[src/rtl/rgb_fade_scheduler.sv]
// rtl/rgb_fade_scheduler.sv - command-driven RGB duty fader with period-aligned PWM outputs
module rgb_fade_scheduler #(
  parameter int PWM_W  = 8,
  parameter int STEP_W = 20,
  parameter int HOLD_W = 24
) (
  input  logic              hw_clk,
  input  logic              rst_n,
  input  logic              cmd_valid,
  output logic              cmd_ready,
  input  logic [PWM_W-1:0]  cmd_red,
  input  logic [PWM_W-1:0]  cmd_green,
  input  logic [PWM_W-1:0]  cmd_blue,
  input  logic [STEP_W-1:0] cmd_step_div,
  input  logic [HOLD_W-1:0] cmd_hold,
  input  logic              abort,
  output logic              pwm_red,
  output logic              pwm_green,
  output logic              pwm_blue,
  output logic              busy,
  output logic              done
);

  typedef enum logic [1:0] {S_IDLE, S_FADE, S_HOLD} state_t;

  state_t              r_state;
  state_t              w_next_state;

  logic [PWM_W-1:0]    r_pwm_cnt;
  logic [PWM_W-1:0]    r_work_red, r_work_green, r_work_blue;
  logic [PWM_W-1:0]    r_shadow_red, r_shadow_green, r_shadow_blue;
  logic [PWM_W-1:0]    r_tgt_red, r_tgt_green, r_tgt_blue;
  logic [STEP_W-1:0]   r_step_div;
  logic [STEP_W-1:0]   r_step_cnt;
  logic [HOLD_W-1:0]   r_hold;
  logic [HOLD_W-1:0]   r_hold_cnt;
  logic                r_pwm_red, r_pwm_green, r_pwm_blue;
  logic                r_done;

  logic                w_accept;
  logic                w_all_eq;
  logic                w_step_hit;
  logic                w_step_fire;
  logic                w_hold_end;
  logic                w_nxt_eq;
  logic [PWM_W-1:0]    w_nxt_red, w_nxt_green, w_nxt_blue;

  // One LSB toward the target; never overshoots, so no saturation logic is needed.
  function automatic logic [PWM_W-1:0] f_step(input logic [PWM_W-1:0] cur,
                                              input logic [PWM_W-1:0] tgt);
    if (cur < tgt)      f_step = cur + PWM_W'(1);
    else if (cur > tgt) f_step = cur - PWM_W'(1);
    else                f_step = cur;
  endfunction

  assign cmd_ready   = (r_state == S_IDLE) && !abort;
  assign busy        = (r_state != S_IDLE);
  assign done        = r_done;
  assign pwm_red     = r_pwm_red;
  assign pwm_green   = r_pwm_green;
  assign pwm_blue    = r_pwm_blue;

  assign w_accept    = cmd_valid && cmd_ready;
  assign w_all_eq    = (r_work_red == r_tgt_red) && (r_work_green == r_tgt_green) &&
                       (r_work_blue == r_tgt_blue);
  assign w_step_hit  = (r_step_cnt == (r_step_div - STEP_W'(1)));
  assign w_nxt_red   = f_step(r_work_red,   r_tgt_red);
  assign w_nxt_green = f_step(r_work_green, r_tgt_green);
  assign w_nxt_blue  = f_step(r_work_blue,  r_tgt_blue);
  assign w_nxt_eq    = (w_nxt_red == r_tgt_red) && (w_nxt_green == r_tgt_green) &&
                       (w_nxt_blue == r_tgt_blue);
  assign w_step_fire = (r_state == S_FADE) && !w_all_eq && w_step_hit;
  assign w_hold_end  = (r_state == S_HOLD) && (r_hold_cnt == r_hold);

  always_ff @(posedge hw_clk or negedge rst_n) begin
    if (!rst_n) r_state <= S_IDLE;
    else        r_state <= w_next_state;
  end

  always_comb begin
    w_next_state = r_state;
    if (abort) begin
      w_next_state = S_IDLE;
    end else begin
      case (r_state)
        S_IDLE: if (w_accept) w_next_state = S_FADE;
        S_FADE: if (w_all_eq || (w_step_fire && w_nxt_eq)) w_next_state = S_HOLD;
        S_HOLD: if (w_hold_end) w_next_state = S_IDLE;
        default: w_next_state = S_IDLE;
      endcase
    end
  end

  always_ff @(posedge hw_clk or negedge rst_n) begin
    if (!rst_n) begin
      r_pwm_cnt      <= '0;
      r_work_red     <= '0;
      r_work_green   <= '0;
      r_work_blue    <= '0;
      r_shadow_red   <= '0;
      r_shadow_green <= '0;
      r_shadow_blue  <= '0;
      r_tgt_red      <= '0;
      r_tgt_green    <= '0;
      r_tgt_blue     <= '0;
      r_step_div     <= '0;
      r_step_cnt     <= '0;
      r_hold         <= '0;
      r_hold_cnt     <= '0;
      r_pwm_red      <= 1'b0;
      r_pwm_green    <= 1'b0;
      r_pwm_blue     <= 1'b0;
      r_done         <= 1'b0;
    end else begin
      r_pwm_cnt <= r_pwm_cnt + PWM_W'(1);
      r_done    <= 1'b0;
      if (abort) begin
        r_work_red     <= '0;
        r_work_green   <= '0;
        r_work_blue    <= '0;
        r_shadow_red   <= '0;
        r_shadow_green <= '0;
        r_shadow_blue  <= '0;
        r_pwm_red      <= 1'b0;
        r_pwm_green    <= 1'b0;
        r_pwm_blue     <= 1'b0;
        r_step_cnt     <= '0;
        r_hold_cnt     <= '0;
      end else begin
        r_pwm_red   <= (r_pwm_cnt < r_shadow_red);
        r_pwm_green <= (r_pwm_cnt < r_shadow_green);
        r_pwm_blue  <= (r_pwm_cnt < r_shadow_blue);
        // Shadow reload at the end of a period keeps each PWM period glitch-free.
        if (r_pwm_cnt == '1) begin
          r_shadow_red   <= r_work_red;
          r_shadow_green <= r_work_green;
          r_shadow_blue  <= r_work_blue;
        end
        case (r_state)
          S_IDLE: begin
            if (w_accept) begin
              r_tgt_red   <= cmd_red;
              r_tgt_green <= cmd_green;
              r_tgt_blue  <= cmd_blue;
              r_step_div  <= (cmd_step_div == '0) ? STEP_W'(1) : cmd_step_div;
              r_hold      <= cmd_hold;
              r_step_cnt  <= '0;
            end
          end
          S_FADE: begin
            r_hold_cnt <= '0;
            if (!w_all_eq) begin
              if (w_step_hit) begin
                r_step_cnt   <= '0;
                r_work_red   <= w_nxt_red;
                r_work_green <= w_nxt_green;
                r_work_blue  <= w_nxt_blue;
              end else begin
                r_step_cnt <= r_step_cnt + STEP_W'(1);
              end
            end
          end
          S_HOLD: begin
            if (w_hold_end) r_done <= 1'b1;
            else            r_hold_cnt <= r_hold_cnt + HOLD_W'(1);
          end
          default: ;
        endcase
      end
    end
  end

endmodule
[config.mk]
export PLATFORM = sky130hd
export DESIGN_NAME = rgb_fade_scheduler
export DESIGN_NICKNAME = d
export VERILOG_FILES = /design/src/rtl/rgb_fade_scheduler.sv
export SDC_FILE = /design/constraint.sdc
export NUM_CORES = 1
export LEC_CHECK = 0
export BUFFER_PORTS_ARGS = -buffer_cell sky130_fd_sc_hd__buf_2
export CAP_MARGIN = 20
export CORE_UTILIZATION = 35
export CTS_BUF_LIST = sky130_fd_sc_hd__clkbuf_4 sky130_fd_sc_hd__clkbuf_8 sky130_fd_sc_hd__clkbuf_16
export DETAILED_ROUTE_END_ITERATION = 8
export HOLD_SLACK_MARGIN = 0.12
export SYNTH_ARGS = -nofsm -noshare
export SYNTH_HDL_FRONTEND = slang
export SYNTH_SLANG_ARGS = --single-unit
[constraint.sdc]
create_clock -name hw_clk -period 4.6 [get_ports hw_clk]
set_clock_uncertainty 0.05 [all_clocks]
set_input_delay 0.92 -clock hw_clk [delete_from_list [all_inputs] [get_ports hw_clk]]
set_output_delay 0.92 -clock hw_clk [all_outputs]
set_load 0.01 [all_outputs]
After elaboration in Yosys (flattened, before gate mapping)
Index checks and enable logic that the tools add are counted.
{"block": "classes", "order_cmp": 9, "bitwise": 1, "n_addsub": 10, "mux": 44, "reduce_logical": 26, "eq_ne": 17}
{"op": "$mux W8", "n": 24}
{"op": "$mux W20", "n": 5}
{"op": "$eq A8 B8 Y1", "n": 6}
{"op": "$lt A8 B8 Y1", "n": 6}
{"op": "$mux W24", "n": 2}
{"op": "$pmux W24 S2", "n": 1}
{"op": "$pmux W20 S2", "n": 1}
{"op": "$add A8 B1 Y8 const B", "n": 4}
{"op": "$add A24 B1 Y24 const B", "n": 1}
{"op": "$eq A24 B24 Y1", "n": 1}
{"op": "$gt A8 B8 Y1", "n": 3}
{"op": "$sub A8 B1 Y8 const B", "n": 3}
{"op": "$add A20 B1 Y20 const B", "n": 1}
{"op": "$eq A20 B20 Y1", "n": 1}
{"op": "$logic_not A20 Y1", "n": 1}
{"op": "$sub A20 B1 Y20 const B", "n": 1}
{"op": "$ne A3 B3 Y1 const B", "n": 4}
{"op": "$reduce_and A3 Y1", "n": 4}
{"op": "$logic_and A1 B1 Y1", "n": 10}
{"op": "$eq A8 B8 Y1 const B", "n": 1}
{"op": "$mux W2", "n": 4}
{"op": "$reduce_bool A2 Y1", "n": 4}
{"op": "$mux W1", "n": 6}
{"op": "$pmux W2 S3", "n": 1}
{"op": "other kinds (10)", "n": 12}
{"block": "word_totals", "reg_bits": 174, "wordCells": 126, "output_inout_bits": 6}

Longest topological paths before layout
Gate-level depths: netlist of run 1.
{"block": "logic_depth", "word_depth": 11, "depth_mapped": 13, "depth_no_buf": 11}

Least setup slack after synthesis of run 1
OpenSTA, ideal clock, no wires.
{"block": "synth_timing", "path_kind": "flip-flop to flip-flop", "start": "register r_work_blue[6]", "end": "register r_state[0]", "synth_period_minus_slack_ps": 3206, "t_required_ps": 4425, "path_slack_ps": 1394, "setup_time_ps": 125, "stages_incl_launch_ff": 12, "arrival_time_ps": 3031, "cell_sequence": "dfrtp_1 > ha_1 > nand4_1 > or2_2 > clkbuf_1 > and2_1 > a2111o_1 > nor4_1 > o2111ai_1 > or4_1 > nor4_1 > nor2_1"}
{"block": "synth_via", "elab_chain_cells": 9, "elab_cells_between_ends": 17, "cone_classes": "add/sub (2); order compare (2); eq/ne (3); mux (2); reduce/logical (8)"}
{"item": "from (decl)", "line": "30", "rtl": "logic [PWM_W-1:0] r_work_red, r_work_green, r_work_blue;"}
{"item": "from (signal assigned)", "line": "157", "rtl": "r_work_blue <= w_nxt_blue;"}
{"item": "$sub A8 B1 Y8 (tied with other cells)", "line": "52", "rtl": "else if (cur > tgt) f_step = cur - PWM_W'(1);"}
{"item": "$mux W8 / $logic_and A1 B1 Y1 (equally long branches)", "line": "52, 64"}
{"item": "$mux W8 / $logic_not A1 Y1 (equally long branches)"}
{"item": "$eq A8 B8 Y1 / $logic_and A1 B1 Y1 (equally long branches)", "line": "71, 72"}
{"item": "$logic_and A1 B1 Y1 (on tied branches)", "line": "70, 72"}
{"item": "$logic_and A1 B1 Y1", "line": "87", "rtl": "S_FADE: if (w_all_eq || (w_step_fire && w_nxt_eq)) w_next_state = S_HOLD;"}
{"item": "$logic_or A1 B1 Y1 *", "line": "87"}
{"item": "$ne A3 B2 Y1 (no source line) *"}
{"item": "$reduce_and A3 Y1 (no source line) *"}
{"item": "to (signal assigned)", "line": "77", "rtl": "else r_state <= w_next_state;"}
{"item": "to (decl)", "line": "26", "rtl": "state_t r_state;"}
Every way passes the cells marked *; elsewhere a longest branch is shown, timed or not.
A chain may end at the register's enable or synchronous reset.

Worst setup path after layout of run 1
{"block": "layout_timing", "start": "register r_step_div[0]", "end": "register r_state[0]"}
{"block": "layout_via", "elab_chain_cells": 7}
{"item": "from (decl)", "line": "33", "rtl": "logic [STEP_W-1:0] r_step_div;"}
{"item": "from (signal assigned)", "line": "145", "rtl": "r_step_div <= (cmd_step_div == '0) ? STEP_W'(1) : cmd_step_div;"}
{"item": "$sub A20 B1 Y20", "line": "66", "rtl": "assign w_step_hit = (r_step_cnt == (r_step_div - STEP_W'(1)));"}
{"item": "$eq A20 B20 Y1", "line": "66"}
{"item": "$logic_and A1 B1 Y1", "line": "72", "rtl": "assign w_step_fire = (r_state == S_FADE) && !w_all_eq && w_step_hit;"}
{"item": "$logic_and A1 B1 Y1", "line": "87"}
{"item": "$logic_or A1 B1 Y1", "line": "87"}
{"item": "$ne A3 B2 Y1 (no source line)"}
{"item": "$reduce_and A3 Y1 (no source line)"}
No other way between the ends.

==> flow_metrics.py, run 1 <==
metrics = {
    "power_and_ir_drop": {
        "pwr-share-seq_pct": 44.8,
        "pwr-share-comb_pct": 17.5,
        "p_int_w": 0.002763,
        "irDropWorstVdd_mv": 0.2547,
        "netSwitchingFraction_pct": 30.95,
        "power_frac_clock_pct": 37.7,
        "p_switching_w": 0.001239,
        "fin_total_pwr_w": 0.004002,
        "power-per-cell-area_mw_per_mm2": 320.5,
        "leakagePower_nw": 5.146,
    },
    "worst_setup_path": {
        "critPathMaxFanout": 16,
        "endpoint_kind": "register",
        "worst_setup_path_start_kind": "register",
        "critPathArrivalTime_ns": 4.37,
        "critical_path_required_ns": 4.88,
        "critPathKind": "reg -> reg",
    },
    "floorplanning": {
        "fp-row-count": 64,
        "coreArea_mm2": 0.03099,
        "ios": 78,
        "start_util_pct": 35.96,
        "die_w_um": 180.4,
        "die_area_mm2": 0.03256,
        "die_h_um": 180.4,
    },
    "route": {
        "wl_per_cell_um": 16.53,
        "vias": 9147,
        "drt-vias-per-instance": 5.327,
        "post-route-drc-count": 0,
        "drtIter0Drc": 630,
        "wl_um": 28390,
        "postRouteAntennaNets": 0,
        "drt_first_pass_iters": 7,
    },
    "cells_and_area": {
        "mostFrequentLayoutCells": "dfrtp_1, nand2_1, nor2_1",
        "layout_commonest_cell": "dfrtp_1",
        "layout.cells.non_filler": 1717,
        "fillers": 3055,
        "antenna_cells": 0,
        "finalNetCount": 1435,
        "layout-drive-gt1-share_pct": 13.93,
        "synthToLayoutAreaGrowth_pct": 12.05,
    },
    "clocking": {
        "ctsResizeCount": 0,
        "ctsHoldBuffers": 0,
        "clk_latency_ns": 0.44,
        "htree_num_levels": 4,
        "cts_inserted_buffers": 17,
        "clk_pin_slew_ns": 0.08,
        "clock_sinks": 174,
        "root_buffer": "clkbuf_16",
        "postCtsSetupBuffers": 0,
        "clk_path_buf_depth": 2,
        "cts_tree": "built",
    },
    "synthesis": {
        "syn_area_mm2": 0.01114,
        "synth_seq_area_share_pct": 39.07,
        "synth_edf_count": 0,
        "synthArstFlopShare_pct": 100.0,
        "synth_ff_type": "dfrtp_1",
        "synth_fp_nets": 1392,
        "synthCells": 1265,
        "synth-warning-count": 0,
        "synth_cell_types": 70,
        "ys_ff_latch": 174,
        "avgSynthCellArea_um2": 8.809,
    },
    "placed_design": {
        "port_buffers": 77,
        "dp_cells": 1685,
        "dp_slack_ns": 0.6144,
        "gp_congestion": 0.8876,
        "dp_hpwl_um": 20800,
    },
    "global_route": {
        "grt_start_max_net_pins": 88,
        "grt_overflow": 0,
        "grt_pass1_wl_um": 47470,
        "grt_usage_pct": 18.08,
        "antenna_found_initial": 0,
        "grt_pass1_vias": 8876,
    },
    "sta": {
        "max_slew_margin_pct": 31.64,
        "hold_slack_ns": 0.3631,
        "fin_crit_sh_pct": 88.99,
        "finalMaxSlewViolations": 0,
        "rsz0062_at_grt": "false",
        "hold_viol": 0,
        "post-route-min-period_ns": 4.093,
        "fmax_mhz": 244.3,
        "fin_tns_setup_ns": 0,
        "setup_viol": 0,
        "tightest_slew_ns": 1.018,
        "setup_slack_ns": 0.5067,
    },
    "flow_run": {
        "maxCapViolCount": 0,
    },
    "outcome": {
        "status": "complete, no violations",
    },
    "min_path": {
        "hold_class": "in -> async",
    },
}
## power groups by stage
| stage | sequential (W) | clock (W) | combinational [W] |
|---|---|---|---|
| floorplan | 0.00177 | 0 | 0.000522 |
| global placement | 0.00182 | 0 | 0.000695 |
| detailed placement | 0.00182 | 0 | 0.000704 |
| CTS | 0.00179 | 0.00155 | 0.000708 |
| global route | 0.00181 | 0.00161 | 0.000791 |
| finish | 0.00179 | 0.00151 | 0.000702 |
## routing by layer
| layer | GRT usage, % | routed length [um] | up-vias |
|---|---|---|---|
| met4 | 6.427 | 618 | 0 |
| met2 | 28.59 | 13090 | 176 |
| met5 | 0 | 0 | - |
| met1 | 25.22 | 13840 | 4421 |
| li1 | - | - | 4513 |
| met3 | 2.445 | 846 | 37 |
## registers in the layout (all words and copies together) (netlist names), 20 cells and up
| name | cells |
|---|---|
| r_hold | 24 |
| r_step_cnt | 20 |
| r_hold_cnt | 24 |
| r_step_div | 20 |
## through the flow
step           util [%]  cell area [um^2]
6_report          40.29             12490
5_1_grt           40.29             12490
4_1_cts           40.29             12490
3_5_place_dp      38.30             11870
3_3_place_gp      38.30             11870
2_1_floorplan         -             11140
## cells by family (layout without fill, tap and decap cells)
family                   after synthesis  count (layout)  synth area share, %
buffers and inverters                131             187                4.626
AND/OR/NAND/NOR                      473             473                20.66
adder cells (fa/ha/maj)               55              55                6.176
flip-flops                           174             174                39.07
XOR/XNOR                             129             129                10.14
multiplexers                          50              50                4.997
AO/OA/AOI/OAI                        253             253                14.33
## Yosys cell counts, types with 45 or more instances
cell type,number,area (um^2)
a21oi_1,70,350.3
clkbuf_1,53,198.9
dfrtp_1,174,4354
ha_1,55,688.2
inv_1,68,255.2
mux2_2,45,506.7
nand2_1,152,570.6
nand3_1,49,245.2
nor2_1,108,405.4
o21ai_0,71,355.3
xnor2_1,78,683.2
xor2_1,51,446.7
## path summary, 6_finish.rpt
check | from | end | slack (ns) | cells past startpoint
min in group hw_clk | r_shadow_red[7]$_DFFE_PN0P_ | r_shadow_red[7]$_DFFE_PN0P_ | 0.47 | 2
worst max-delay path | r_step_div[0]$_DFFE_PN0P_ | r_state[0]$_DFFE_PN0P_ | 0.51 | 11
worst max register to register | r_step_div[0]$_DFFE_PN0P_ | r_state[0]$_DFFE_PN0P_ | 0.51 | 11
worst min-delay path | rst_n | r_tgt_red[5]$_DFFE_PN0P_ | 0.36 | 1
max in group asynchronous | rst_n | r_hold[14]$_DFFE_PN0P_ | 3.23 | 2
worst min register to register | r_shadow_red[7]$_DFFE_PN0P_ | r_shadow_red[7]$_DFFE_PN0P_ | 0.47 | 2
## cell type report
cell class              instances  area (um^2)  share of cell area [%]
clock buffers                  18        439.2                   3.517
repair buffers                 87        479.2                   3.838
inverters                      68        255.2                   2.044
well taps                     396        495.5                   3.968
multi-input cells             960         6285                   50.34
flip-flops and latches        174         4354                   34.87
clock inverters                14        177.7                   1.423
## worst max-delay path: stages (launching register included)
cell	delay (ns)
dfrtp_1	0.45
inv_1	0.10
ha_1	0.24
nor3b_2	0.43
and3_1	0.34
o2111ai_1	0.15
a221oi_1	0.28
nand4_1	0.23
nor4_4	0.88
o2111ai_1	0.40
nor4_1	0.35
nor2_1	0.07
Note: power is estimated with default switching activity, not from simulation.
==> inputs of run 2 (changes only) <==
Settings changed: CORE_UTILIZATION 35 to 45.
==> run 2 against run 1 <==
Final cell count fell by 4.4%. Via count fell by 0.36%. Die area fell by 22%. Wire length fell by 2.8%. Clock power fell by 3%. Sequential cell count did not move. Sequential power barely moved. Non-clock buffer count fell by 3. Setup slack improved by 0.35 ns. Cell area fell by 1.0%. Power fell by 1.3%. Sequential share of layout area rose by 0.36 points. Largest power group unchanged. Highest routed layer unchanged.
==> flow_metrics.py, run 2 (synthesis results as in run 1) <==
metrics = {
    "route": {
        "drt-vias-per-instance": 5.551,
        "wl_per_cell_um": 16.80,
        "postRouteAntennaNets": 0,
        "wl_um": 27590,
        "vias": 9114,
        "drt_first_pass_iters": 7,
        "post-route-drc-count": 0,
        "drtIter0Drc": 528,
    },
    "flow_run": {
        "maxCapViolCount": 0,
    },
    "sta": {
        "fin_tns_setup_ns": 0,
        "fmax_mhz": 267.1,
        "hold_viol": 0,
        "post-route-min-period_ns": 3.743,
        "max_slew_margin_pct": 29.94,
        "setup_viol": 0,
        "finalMaxSlewViolations": 0,
        "rsz0062_at_grt": "false",
        "tightest_slew_ns": 1.051,
        "fin_crit_sh_pct": 81.37,
    },
    "cells_and_area": {
        "antenna_cells": 0,
        "finalNetCount": 1432,
        "layout-drive-gt1-share_pct": 13.73,
        "mostFrequentLayoutCells": "dfrtp_1, nand2_1, nor2_1",
        "synthToLayoutAreaGrowth_pct": 10.89,
        "finalCoreUtilization_pct": 50.81,
        "layout_commonest_cell": "dfrtp_1",
        "reg_top3": "r_hold x24, r_hold_cnt x24",
    },
    "placed_design": {
        "port_buffers": 77,
        "dp_hpwl_um": 19990,
        "gp_congestion": 0.8978,
    },
    "floorplanning": {
        "die_area_mm2": 0.02540,
        "coreArea_mm2": 0.02432,
        "fp-row-count": 57,
        "ios": 78,
        "start_util_pct": 45.82,
        "die_h_um": 159.4,
        "die_w_um": 159.4,
    },
    "clocking": {
        "htree_num_levels": 4,
        "root_buffer": "clkbuf_16",
        "clk_path_buf_depth": 2,
        "clock_sinks": 174,
        "postCtsSetupBuffers": 0,
        "ctsHoldBuffers": 0,
        "cts_tree": "built",
        "ctsResizeCount": 0,
        "clk_pin_slew_ns": 0.08,
        "cts_inserted_buffers": 17,
        "clk_latency_ns": 0.44,
    },
    "global_route": {
        "top_usage_layer": "met2",
        "grt_pass1_wl_um": 45430,
        "grt_start_max_net_pins": 97,
        "grtUsageMet1_pct": 32.05,
        "grt.met3_usage_pct": 3.256,
        "antenna_found_initial": 0,
        "grt_pass1_vias": 8717,
        "grt_usage_pct": 22.21,
        "grtUsageMet2_pct": 34.73,
        "grt_overflow": 0,
    },
    "outcome": {
        "status": "complete, no violations",
    },
    "worst_setup_path": {
        "crit_buf_inv": 2,
        "worst_setup_path_start_kind": "register",
        "critical_path_required_ns": 4.86,
        "cp_common_cell": "o2111ai_1",
        "rrSetupSlack_ns": 0.86,
        "crit_end": "r_state[0]$_DFFE_PN0P_",
        "worst_r2r_endpoint": "r_state[0]$_DFFE_PN0P_",
        "r2r-start": "r_step_div[0]$_DFFE_PN0P_",
        "slowest_delay_ns": 0.46,
        "critPathMaxFanout": 30,
        "path_cells": "inv_1 -> ha_1 -> nor3b_2 -> and3_1 -> o2111ai_1 -> a221oi_1 -> nand4_1 -> nor4_4 -> buf_4 -> o2111ai_1 -> nor4_1 -> nor2_1",
        "path_delay_family": "simple AND/OR/NAND/NOR gates",
        "critPathLaunch": "r_step_div[0]$_DFFE_PN0P_",
        "critPathKind": "reg -> reg",
        "crit_slowest_cell": "nor3b_2",
        "ff2ff_path_depth": 12,
        "critPathArrivalTime_ns": 4.00,
        "endpoint_kind": "register",
        "crit_cells": 12,
    },
    "power_and_ir_drop": {
        "power-per-cell-area_mw_per_mm2": 319.6,
        "leakagePower_nw": 5.126,
        "irDropWorstVdd_mv": 0.1759,
    },
    "min_path": {
        "hold_class": "reg -> reg",
        "hold_start": "r_shadow_green[2]$_DFFE_PN0P_",
    },
}
-- run 2: cell types whose count changed in the layout (fill, tap and decap cells not counted) --
cell / previous run / this run
buf_4: 9 / 6
inv_6: 2 / 4
bufinv_16: 1 / 0
clkbuf_8: 1 / 0
clkinv_2: 0 / 1
clkinv_4: 4 / 3
clkinv_8: 4 / 5
clkinvlp_4: 1 / 0
inv_12: 0 / 1
inv_8: 2 / 1
-- run 2: routing by layer --
layer | up-vias | part of all wire [%]
li1 | 4504 | -
met1 | 4380 | 49
met2 | 203 | 45
met3 | 27 | 3.6
met4 | 0 | 1.5
met5 | - | 0
-- run 2: worst min path at each step --
| stage | end | cells past startpoint |
|---|---|---|
| 6_report | r_shadow_green[2]$_DFFE_PN0P_ | 2 |
| 3_3_place_gp | r_shadow_green[4]$_DFFE_PN0P_ | 2 |
| 5_1_grt | r_shadow_green[3]$_DFFE_PN0P_ | 2 |
| 4_1_cts | r_shadow_green[2]$_DFFE_PN0P_ | 2 |
| 2_1_floorplan | r_pwm_cnt[0]$_DFF_PN0_ | 1 |
| 3_5_place_dp | r_shadow_green[4]$_DFFE_PN0P_ | 2 |
-- run 2: per-stage QoR --
stage,cell area [um^2],hold slack (ns),cells,setup WS (ns),total power [W]
after floorplan,11140,0.4254,1265,1.394,0.002293
after global placement,11760,0.4599,1610,0.9271,0.002505
after detailed placement,11760,0.4658,1610,0.9504,0.002516
after CTS,12360,0.4758,1642,0.9158,0.003997
after global routing,12360,0.4938,1642,0.6437,0.004144
final,12360,0.4735,1642,0.8568,0.003950
-- run 2: worst reg2reg max path, delay by kind of cell (launching register included) --
family	cells	cell delay, ns
AO/OA/AOI/OAI	3	0.77
adder cells (fa/ha/maj)	1	0.25
buffers and inverters	2	0.47
flip-flops	1	0.44
AND/OR/NAND/NOR	6	1.63
-- run 2: cell type report --
class	instances	area (um^2)
well taps	324	405.4
repair buffers	84	456.7
fillers	2305	11960
flip-flops and latches	174	4354
multi-input cells	960	6285
inverters	68	255.2
clock inverters	15	175.2
clock buffers	17	425.4
-- run 2: report_power, final --
part	total (W)	switching, W	leakage [nW]	internal, W
Sequential	0.00179	0.000136	2.28	0.00165
Clock	0.00146	0.000729	0.292	0.000734
Combinational	0.000697	0.000381	2.56	0.000316
==> inputs of run 3 (changes only) <==
Clock period 4.6 ns to 3.8 ns, I/O delays scaled along.
==> run 3 against run 2 <==
Worst hold slack got worse by 0.20 ns. Critical path type unchanged. Sequential power rose by 21%. Count of clock-buffer cells in the layout is the same. Critical path depth fell by 1. Critical endpoint unchanged. Sequential cell count unchanged.
==> flow_metrics.py, run 3 (synthesis results as in run 1) <==
metrics = {
    "outcome": {
        "status": "complete, no violations",
    },
    "power_and_ir_drop": {
        "power-per-cell-area_mw_per_mm2": 386.5,
        "p_int_w": 0.003349,
        "pwr-share-seq_pct": 44.6,
        "pwr-share-comb_pct": 17.8,
        "fin_total_pwr_w": 0.004861,
        "irDropWorstVdd_mv": 0.2751,
        "leakagePower_nw": 5.259,
        "netSwitchingFraction_pct": 31.10,
        "power_frac_clock_pct": 37.7,
        "p_switching_w": 0.001512,
    },
    "sta": {
        "tightest_slew_ns": 0.9321,
        "fin_tns_setup_ns": 0,
        "max_slew_margin_pct": 37.69,
        "post-route-min-period_ns": 3.563,
        "fmax_mhz": 280.7,
        "hold_viol": 0,
        "rsz0062_at_grt": "false",
        "finalMaxSlewViolations": 0,
        "fin_crit_sh_pct": 93.76,
        "setup_viol": 0,
    },
    "route": {
        "drt_first_pass_iters": 6,
        "wl_um": 28300,
        "post-route-drc-count": 0,
        "drt-vias-per-instance": 5.543,
        "wl_per_cell_um": 17.00,
        "drtIter0Drc": 553,
        "vias": 9229,
        "postRouteAntennaNets": 0,
    },
    "worst_setup_path": {
        "crit_slowest_cell": "or4_1",
        "path_cells": "inv_1 -> ha_1 -> nand4_1 -> or2_2 -> and2_1 -> a2111o_1 -> nor4_1 -> o2111ai_1 -> or4_1 -> nor4_1 -> nor2_1",
        "critical_path_required_ns": 4.06,
        "cp_common_cell": "nor4_1",
        "rrSetupSlack_ns": 0.24,
        "critPathArrivalTime_ns": 3.82,
        "critPathMaxFanout": 9,
        "slowest_delay_ns": 0.56,
        "endpoint_kind": "register",
        "worst_setup_path_start_kind": "register",
        "crit_buf_inv": 1,
        "path_delay_family": "simple AND/OR/NAND/NOR gates",
        "critPathKind": "reg -> reg",
    },
    "cells_and_area": {
        "antenna_cells": 0,
        "finalNetCount": 1455,
        "layout_commonest_cell": "dfrtp_1",
        "multiInputGateArea_mm2": 0.006289,
        "synthToLayoutAreaGrowth_pct": 12.86,
        "seqCellArea_mm2": 0.004354,
        "reg_top3": "r_hold x24, r_hold_cnt x24",
        "layout-drive-gt1-share_pct": 15.29,
        "fillers": 2292,
        "mostFrequentLayoutCells": "dfrtp_1, nand2_1, nor2_1",
    },
    "floorplanning": {
        "die_w_um": 159.4,
        "die_h_um": 159.4,
        "fp-row-count": 57,
        "start_util_pct": 45.82,
        "coreArea_mm2": 0.02432,
        "ios": 78,
        "die_area_mm2": 0.02540,
    },
    "global_route": {
        "grt_start_max_net_pins": 69,
        "grt_usage_pct": 23.19,
        "grt_pass1_vias": 8913,
        "grt_pass1_wl_um": 47380,
        "grt_overflow": 0,
        "antenna_found_initial": 0,
    },
    "clocking": {
        "htree_num_levels": 4,
        "ctsResizeCount": 0,
        "root_buffer": "clkbuf_16",
        "cts_tree": "built",
        "clk_latency_ns": 0.44,
        "clk_pin_slew_ns": 0.08,
        "postCtsSetupBuffers": 0,
        "ctsHoldBuffers": 0,
        "clock_sinks": 174,
        "cts_inserted_buffers": 17,
        "clk_path_buf_depth": 2,
    },
    "placed_design": {
        "gp_congestion": 0.9328,
        "dp_hpwl_um": 21060,
        "port_buffers": 77,
    },
    "flow_run": {
        "maxCapViolCount": 0,
    },
    "min_path": {
        "hold_class": "in -> async",
    },
}
==> run 3: worst register-to-register path, stage by stage, from the launching register on <==
cell	delay [ns]
dfrtp_1	0.43
inv_1	0.11
ha_1	0.29
nand4_1	0.24
or2_2	0.45
and2_1	0.16
a2111o_1	0.39
nor4_1	0.20
o2111ai_1	0.16
or4_1	0.56
nor4_1	0.34
nor2_1	0.07
==> run 3: final cells by class <==
cell class,count,area share (%)
inverters,68,2.030
multi-input cells,960,50.01
clock inverters,15,1.532
clock buffers,17,3.383
well taps,324,3.224
flip-flops and latches,174,34.62
repair buffers,107,5.203
==> run 3: power by group through the flow <==
stage                     combinational [W]  sequential (W)  clock [W]
after CTS                          0.000864         0.00217    0.00187
after floorplan                    0.000632         0.00214          0
after global placement             0.000848         0.00220          0
after detailed placement           0.000856         0.00220          0
final                              0.000863         0.00217    0.00183
after global routing               0.000967         0.00219    0.00194
==> run 3: routing by layer <==
layer	wire (um)	global-route usage (%)
met2	12620	35.73
met1	14090	33.95
met4	346	5.245
met3	1249	3.933
met5	0	0
==> run 3: final timing paths <==
kind	start	endpoint	cells past startpoint
max	r_tgt_blue[4]$_DFFE_PN0P_	r_state[0]$_DFFE_PN0P_	11
min	rst_n	r_shadow_red[7]$_DFFE_PN0P_	1
max reg2reg	r_tgt_blue[4]$_DFFE_PN0P_	r_state[0]$_DFFE_PN0P_	11
min reg2reg	r_shadow_green[2]$_DFFE_PN0P_	r_shadow_green[2]$_DFFE_PN0P_	2
max in group asynchronous	rst_n	r_step_cnt[10]$_DFFE_PN0P_	2
min in group hw_clk	r_shadow_green[2]$_DFFE_PN0P_	r_shadow_green[2]$_DFFE_PN0P_	2
==> run 3: metrics by stage <==
stage	area, um^2	hold WS, ns	util [%]	instances	worst slack [ns]
2_1_floorplan	11140	0.4144	-	1265	0.5938
3_3_place_gp	11950	0.4600	49.15	1633	0.4116
3_5_place_dp	11950	0.4662	49.15	1633	0.3028
6_report	12580	0.2779	51.71	1665	0.2371
4_1_cts	12570	0.2963	51.70	1665	0.2759
5_1_grt	12580	0.3251	51.71	1665	0.0001710
